===== config.mk =====
export PLATFORM = sky130hd
export DESIGN_NAME = alu_req_arbiter
export DESIGN_NICKNAME = d
export VERILOG_FILES = /design/src/rtl/alu_req_arbiter.sv
export SDC_FILE = /design/constraint.sdc
export NUM_CORES = 1
export LEC_CHECK = 0
export CORE_MARGIN = 2
export CORE_UTILIZATION = 42
export DETAILED_ROUTE_END_ITERATION = 6
export PLACE_DENSITY = 0.86
export RECOVER_POWER = 100
export SYNTH_ARGS = -nofsm -noshare
export SYNTH_HDL_FRONTEND = slang
export SYNTH_SLANG_ARGS = --single-unit

===== constraint.sdc =====
create_clock -name clk -period 1.7 [get_ports clk]
set_input_delay 0.17 -clock clk [delete_from_list [all_inputs] [get_ports clk]]
set_output_delay 0.17 -clock clk [all_outputs]
set_load 0.005 [all_outputs]

===== src/rtl/alu_req_arbiter.sv =====
// Purpose  : shares one external 4-bit combinational ALU between two requesters. It uses
//            round-robin arbitration and returns each result on a response channel tagged
//            with the requester ID.
// Latency  : an accept at edge T gives rsp_valid from edge T+ALU_LAT. With rsp_ready held
//            high, one operation completes every ALU_LAT+2 cycles.
// Backpress: rsp_valid/rsp_id/rsp_data hold until rsp_ready is sampled. Requests are only
//            accepted in IDLE, so the requesters stall while an operation is in flight.
// Ports    : clk/rst (sync, active-high); req{0,1}_valid/ready/op/a/b/cin request channels;
//            alu_s/a/b/cin registered ALU drive, alu_c ALU result; rsp_valid/ready/id/data
//            response channel; busy (EXEC or RESP); ops_done completed-handshake counter.
module alu_req_arbiter #(
   parameter int ALU_LAT = 1,   // legal range 1..15
   parameter int CNT_W   = 8
) (
   input  logic             clk,
   input  logic             rst,
   input  logic             req0_valid,
   output logic             req0_ready,
   input  logic [4:0]       req0_op,
   input  logic [3:0]       req0_a,
   input  logic [3:0]       req0_b,
   input  logic             req0_cin,
   input  logic             req1_valid,
   output logic             req1_ready,
   input  logic [4:0]       req1_op,
   input  logic [3:0]       req1_a,
   input  logic [3:0]       req1_b,
   input  logic             req1_cin,
   output logic [4:0]       alu_s,
   output logic [3:0]       alu_a,
   output logic [3:0]       alu_b,
   output logic             alu_cin,
   input  logic [4:0]       alu_c,
   output logic             rsp_valid,
   input  logic             rsp_ready,
   output logic             rsp_id,
   output logic [4:0]       rsp_data,
   output logic             busy,
   output logic [CNT_W-1:0] ops_done
);

   typedef enum logic [1:0] {IDLE, EXEC, RESP} state_t;

   localparam logic [3:0] CNT_LOAD = 4'(ALU_LAT - 1);

   state_t           state_q;
   logic [3:0]       cnt_q;
   logic [3:0]       cnt_d;
   logic             last_grant_q;
   logic [4:0]       alu_s_q;
   logic [3:0]       alu_a_q;
   logic [3:0]       alu_b_q;
   logic             alu_cin_q;
   logic             rsp_valid_q;
   logic             rsp_id_q;
   logic [4:0]       rsp_data_q;
   logic [CNT_W-1:0] ops_done_q;
   logic [CNT_W-1:0] ops_done_d;
   logic             gnt0;
   logic             gnt1;

   // Grants are only offered in IDLE. On a tie the requester that did not win last time
   // is granted, which makes continuous contention alternate 0,1,0,1.
   always_comb begin
      gnt0 = 1'b0;
      gnt1 = 1'b0;
      if (state_q == IDLE) begin
         if (req0_valid && req1_valid) begin
            gnt0 = last_grant_q;
            gnt1 = ~last_grant_q;
         end else begin
            gnt0 = req0_valid;
            gnt1 = req1_valid;
         end
      end
   end

   assign cnt_d      = cnt_q - 4'd1;
   assign ops_done_d = ops_done_q + CNT_W'(1);

   always_ff @(posedge clk) begin
      if (rst) begin
         state_q      <= IDLE;
         cnt_q        <= 4'd0;
         last_grant_q <= 1'b1;
         alu_s_q      <= 5'd0;
         alu_a_q      <= 4'd0;
         alu_b_q      <= 4'd0;
         alu_cin_q    <= 1'b0;
         rsp_valid_q  <= 1'b0;
         rsp_id_q     <= 1'b0;
         rsp_data_q   <= 5'd0;
         ops_done_q   <= '0;
      end else begin
         case (state_q)
            IDLE: begin
               if (gnt0 || gnt1) begin
                  alu_s_q      <= gnt1 ? req1_op  : req0_op;
                  alu_a_q      <= gnt1 ? req1_a   : req0_a;
                  alu_b_q      <= gnt1 ? req1_b   : req0_b;
                  alu_cin_q    <= gnt1 ? req1_cin : req0_cin;
                  rsp_id_q     <= gnt1;
                  last_grant_q <= gnt1;
                  cnt_q        <= CNT_LOAD;
                  state_q      <= EXEC;
               end
            end
            EXEC: begin
               // The ALU inputs have been stable for ALU_LAT cycles once the counter reaches 0.
               if (cnt_q == 4'd0) begin
                  rsp_data_q  <= alu_c;
                  rsp_valid_q <= 1'b1;
                  state_q     <= RESP;
               end else begin
                  cnt_q <= cnt_d;
               end
            end
            RESP: begin
               if (rsp_ready) begin
                  rsp_valid_q <= 1'b0;
                  ops_done_q  <= ops_done_d;
                  state_q     <= IDLE;
               end
            end
            default: state_q <= IDLE;
         endcase
      end
   end

   assign req0_ready = gnt0;
   assign req1_ready = gnt1;
   assign alu_s      = alu_s_q;
   assign alu_a      = alu_a_q;
   assign alu_b      = alu_b_q;
   assign alu_cin    = alu_cin_q;
   assign rsp_valid  = rsp_valid_q;
   assign rsp_id     = rsp_id_q;
   assign rsp_data   = rsp_data_q;
   assign busy       = (state_q != IDLE);
   assign ops_done   = ops_done_q;

endmodule


After elaboration in Yosys (flattened, before gate mapping)
Cells that the tools add are included.

operators by class
  add/subtract/negate cells = 2
  bitwise logic cells = 1
  muxes and demuxes = 18
  reduce and logical (&&, ||, !) cells = 13
  equality and inequality tests = 6

operator list
  cell                                               number
  2-to-1 mux 4 bit                                   4
  AND reduction 3 bit                                3
  adder 8 x 1 -> 8 bit (second input constant)       1
  one-hot mux 4 bit (2 select lines)                 1
  2-to-1 mux 1 bit                                   7
  2-to-1 mux 2 bit                                   3
  != test 2 bit (second input constant)              3
  one-hot mux 2 bit (3 select lines)                 1
  AND reduction 2 bit                                3
  nonzero test 2 bit                                 3
  2-to-1 mux 5 bit                                   1
  zero test 4 bit                                    1
  subtractor 4 x 1 -> 4 bit (second input constant)  1
  == test 2 x 1 -> 1 bit (second input constant)     1
  == test 2 bit (second input constant)              1
  zero test 2 bit                                    1
  != test 2 x 1 -> 1 bit (second input constant)     1
  one-hot mux 1 bit (2 select lines)                 1
  logical AND 1 bit                                  1
  logical OR 1 bit                                   1
  NOT 1 bit                                          1

storage, ports and cells
  bits of input ports = 38
  output and inout port bits = 32
  bits in registers = 36
  logic and storage cells = 51

Logic depth before layout (Yosys ltp)
  word-level depth = 6
  mapped depth = 6
  gate-level depth less buffers = 5

Worst setup path before layout
No wires, ideal clock.

  path kind = flip-flop to flip-flop
  start point = register cnt_q[0]
  end point = register rsp_data_q[0] (netlist: rsp_data[0])
  stages on the path, launching flop included = 7
  data required time = 1.568 ns
  path buffers = 1
  clock period less this slack = 1.431 ns
  path slack = 0.269 ns
  setup time = 0.132 ns
  arrival time = 1.299 ns
  path through = dfxtp_1 -> inv_1 -> ha_1 -> or3b_2 -> clkbuf_1 -> o21ai_0 -> a21oi_1

on the way
  word-level cells in the longest chain between the ends = 2

RTL lines
  item                                  line  source
  start, declared                       47    logic [3:0] cnt_q;
  start signal, assigned                115   cnt_q <= cnt_d;
  zero test 4 bit                       110   if (cnt_q == 4'd0) begin
  AND reduction 2 bit (no source line)  n/a
  end signal, assigned                  111   rsp_data_q <= alu_c;
  end, declared                         56    logic [4:0] rsp_data_q;

No other way between the ends.
A chain may end at the register's enable or synchronous reset.

Final worst setup path
  start point = input req1_valid
  end point = output req1_ready

on the way
  word-level cells in the longest chain between the ends = 3

RTL lines
  item                line  source
  start, declared     23    input logic req1_valid,
  logical AND 1 bit   68    if (req0_valid && req1_valid) begin
  2-to-1 mux 1 bit *  68
  2-to-1 mux 1 bit *  67    if (state_q == IDLE) begin
  end, declared       24    output logic req1_ready,

Every way passes the cells marked *; elsewhere a longest branch is shown, timed or not.

==> results.cfg <==
[run_status]
status = finished clean

[timing]
fin_crit_ns = 1.648
finalHoldViolations = 0
fin_crit_sh_pct = 96.96
slew_headroom_pct = 73.73
slew_violations = 0
fmax_ghz = 0.6067
finClkSkew_ns = 0.003756
tightest_slew_ns = 0.3932
holdWs_ns = 0.3775
setup_viol = 0

[floorplanning]
die-area_um2 = 4396
die_w_um = 66.31
ioPinCount = 70
start_util_pct = 44.20
fp-row-count = 22
die_h_um = 66.31
core_area_um2 = 3689

[logic_synthesis]
synth_compound_area_share_pct = 22.33
yosys.area.top_type_share_pct = 44.21
syn_inst = 194
ys_ff_latch = 36
syn-num-nets = 234
synthTopCellsByArea = dfxtp_1 (44%), nand3_1 (11%), o21ai_0 (7.1%), a31oi_1 (5.8%), a21oi_1 (4.3%)
synthMuxAreaShare_pct = 0.6140
synthAdderAreaFrac_pct = 1.535
synth.distinct_cells = 36
synth_top_family_by_area = simple AND/OR/NAND/NOR gates
ys.warnings.count = 0
syn_avg_cell_area_um2 = 8.404
synth_xor_area_share_pct = 1.074
synthSimpleGateAreaFrac_pct = 25.25
syn-cell-area_um2 = 1630
ys_seq_area_share_pct = 44.21
synth_top_area_cell = dfxtp_1

[clock_network]
hold_buffers = 0
insertion_delay_ns = 0.27
cts-htree-levels = 2
cts_tree = done
clk_pin_slew_worst_paths_ns = 0.07
clock_sinks = 36
clock_path_buffers = 2
clock-root-buffer = clkbuf_8
numCtsBuffers = 5

[worst_setup_path]
path_class = in2out
cp.required_ns = 1.53
worstPathArrival_ns = 1.48
worstPathCellList = clkdlybuf4s50_1, a21boi_2, and2_1, clkdlybuf4s50_1
cp_common_cell = clkdlybuf4s50_1
crit_slowest_cell = clkdlybuf4s50_1
critPathLaunch = req1_valid
cp-start-kind = input port
crit_path_end_kind = output port
worst-path-max-fanout = 2
r2r_start = state_q[0]
max_stage_delay_ns = 0.50

[place]
gp_congestion = 0.7807
hpwl_um = 3227
io_buffers = 69
placed_cells = 307

[pwr]
vdd_drop_max_uv = 650.9
powerDensity_nw_per_um2 = 813.2
power.leakage_nw = 0.8914

[grt]
grt_pass1_wl_um = 7576
grt_pass1_vias = 1637
grt_overflow = 0
antenna_found_initial = 0
grt_usage_pct = 22.00
grt_start_max_net_pins = 37

[layout]
final_cells = 317
nets = 308
syn2layout_area_growth_pct = 55.56
num_antenna_cells = 0
drive_gt1_share_pct = 10.78

[flow_run]
maxCapViolCount = 0

[min_path]
hp-class = in2reg
min_from = req0_valid

[drt]
drt_first_iter_violations = 112
viasPerCell = 5.486
wirelength_um = 4657
dr.pass1.iters = 4
antenna_left = 0
vias = 1739
drcViolationCount = 0
wl_per_cell_um = 14.69
[per-stage QoR]
stage | TNS [ns] | power [mW] | worst slack, ns | instance area [µm²] | util (%)
2_1_floorplan | 0 | 1.167 | 0.2687 | 1630 | -
3_3_place_gp | -0.02371 | 1.453 | -0.02371 | 2430 | 65.88
3_5_place_dp | -0.05808 | 1.465 | -0.05808 | 2430 | 65.88
4_1_cts | -0.01699 | 2.073 | -0.01699 | 2532 | 68.66
5_1_grt | -0.02121 | 2.161 | -0.02121 | 2536 | 68.76
6_report | 0 | 2.062 | 0.05168 | 2536 | 68.76
[layout make-up]
cell class | instances | area [µm²]
Sequential cell | 36 | 728.2
Fill cell | 316 | 1152
Inverter | 4 | 15.01
Multi-Input combinational cell | 138 | 824.5
Timing Repair Buffer | 83 | 818.3
Clock buffer | 8 | 90.09
Tap cell | 48 | 60.06
[power breakdown]
part	leakage (nW)	internal [mW]	switching, mW
Sequential	0.295	0.906	0.0435
Clock	0.0455	0.331	0.278
Combinational	0.550	0.291	0.213
[metal layers]
| layer | GRT usage [%] | vias up | share of wire, % |
|---|---|---|---|
| met5 | 0 | - | 0 |
| met4 | 5.612 | 0 | 1.3 |
| met3 | 4.940 | 6 | 4.0 |
| met2 | 37.38 | 40 | 52 |
| met1 | 27.99 | 818 | 43 |
| li1 | - | 875 | - |
[synthesized netlist by cell type, drive strengths merged]
master   count
dfxtp       36
nand3       36
o21ai       23
a31oi       15
a21oi       14
clkbuf      11
nor2         8
buf          5
or3          5
inv          4
or4          4
nand2        3
nor3b        3
and2         2
ha           2
nand2b       2
nand4        2
nor3         2
o221ai       2
o31ai        2
xor2         2
a211o        1
a211oi       1
a21boi       1
a22oi        1
a2bb2oi      1
mux2i        1
nand3b       1
nand4b       1
nor2b        1
o211ai       1
or3b         1
[placed cells by master (no fill, tap or decap), types with 3 or more instances in the layout]
| master | netlist | routed |
|---|---|---|
| nand2_1 | 3 | 3 |
| inv_1 | 3 | 3 |
| clkdlybuf4s50_1 | 0 | 67 |
| nor2_1 | 7 | 7 |
| or3_1 | 5 | 5 |
| o21ai_0 | 23 | 23 |
| a21oi_1 | 14 | 14 |
| a31oi_1 | 15 | 15 |
| nand3_1 | 36 | 36 |
| buf_4 | 0 | 12 |
| clkbuf_8 | 0 | 6 |
| or4_1 | 4 | 4 |
| dfxtp_1 | 36 | 34 |
[final timing paths]
| check | to | slack (ns) | cells after the start |
|---|---|---|---|
| worst max-delay path | req1_ready | 0.05 | 4 |
| worst min-delay path | last_grant_q | 0.38 | 3 |
| worst max register to register | ops_done[5] | 0.16 | 3 |
| worst min register to register | ops_done[7] | 0.48 | 2 |
[timing repair]
item / 4_1_cts / 5_1_grt
buffers inserted: 1 / 1
pin swaps: 2 / 1
cloned: 0 / 0
endpoints found under the setup margin: 3 / 1
endpoints found under the hold margin: 0 / 0
gates resized for setup: 6 / 2
[state kept, by name, indices dropped and copies added (netlist names)]
name          count
alu_a             4
alu_b             4
alu_cin           1
alu_s             5
cnt_q             4
last_grant_q      1
ops_done          8
rsp_data          5
rsp_id            1
rsp_valid         1
state_q           2
[critical path, delay by kind of cell]
| kind | cells | cell delay, ns |
|---|---|---|
| AO/OA/AOI/OAI | 1 | 0.17 |
| AND/OR/NAND/NOR | 1 | 0.16 |
| buffers and inverters | 2 | 0.97 |
[logic make-up (layout without fill, tap and decap cells)]
logic type | count (synthesis) | after routing
fa+ha+maj | 2 | 2
buf+inv | 20 | 95
simple gates | 71 | 71
mux | 1 | 1
xor+xnor | 2 | 2
flops | 36 | 36
compound gates | 62 | 62
Power figures use the tool's default switching activity.
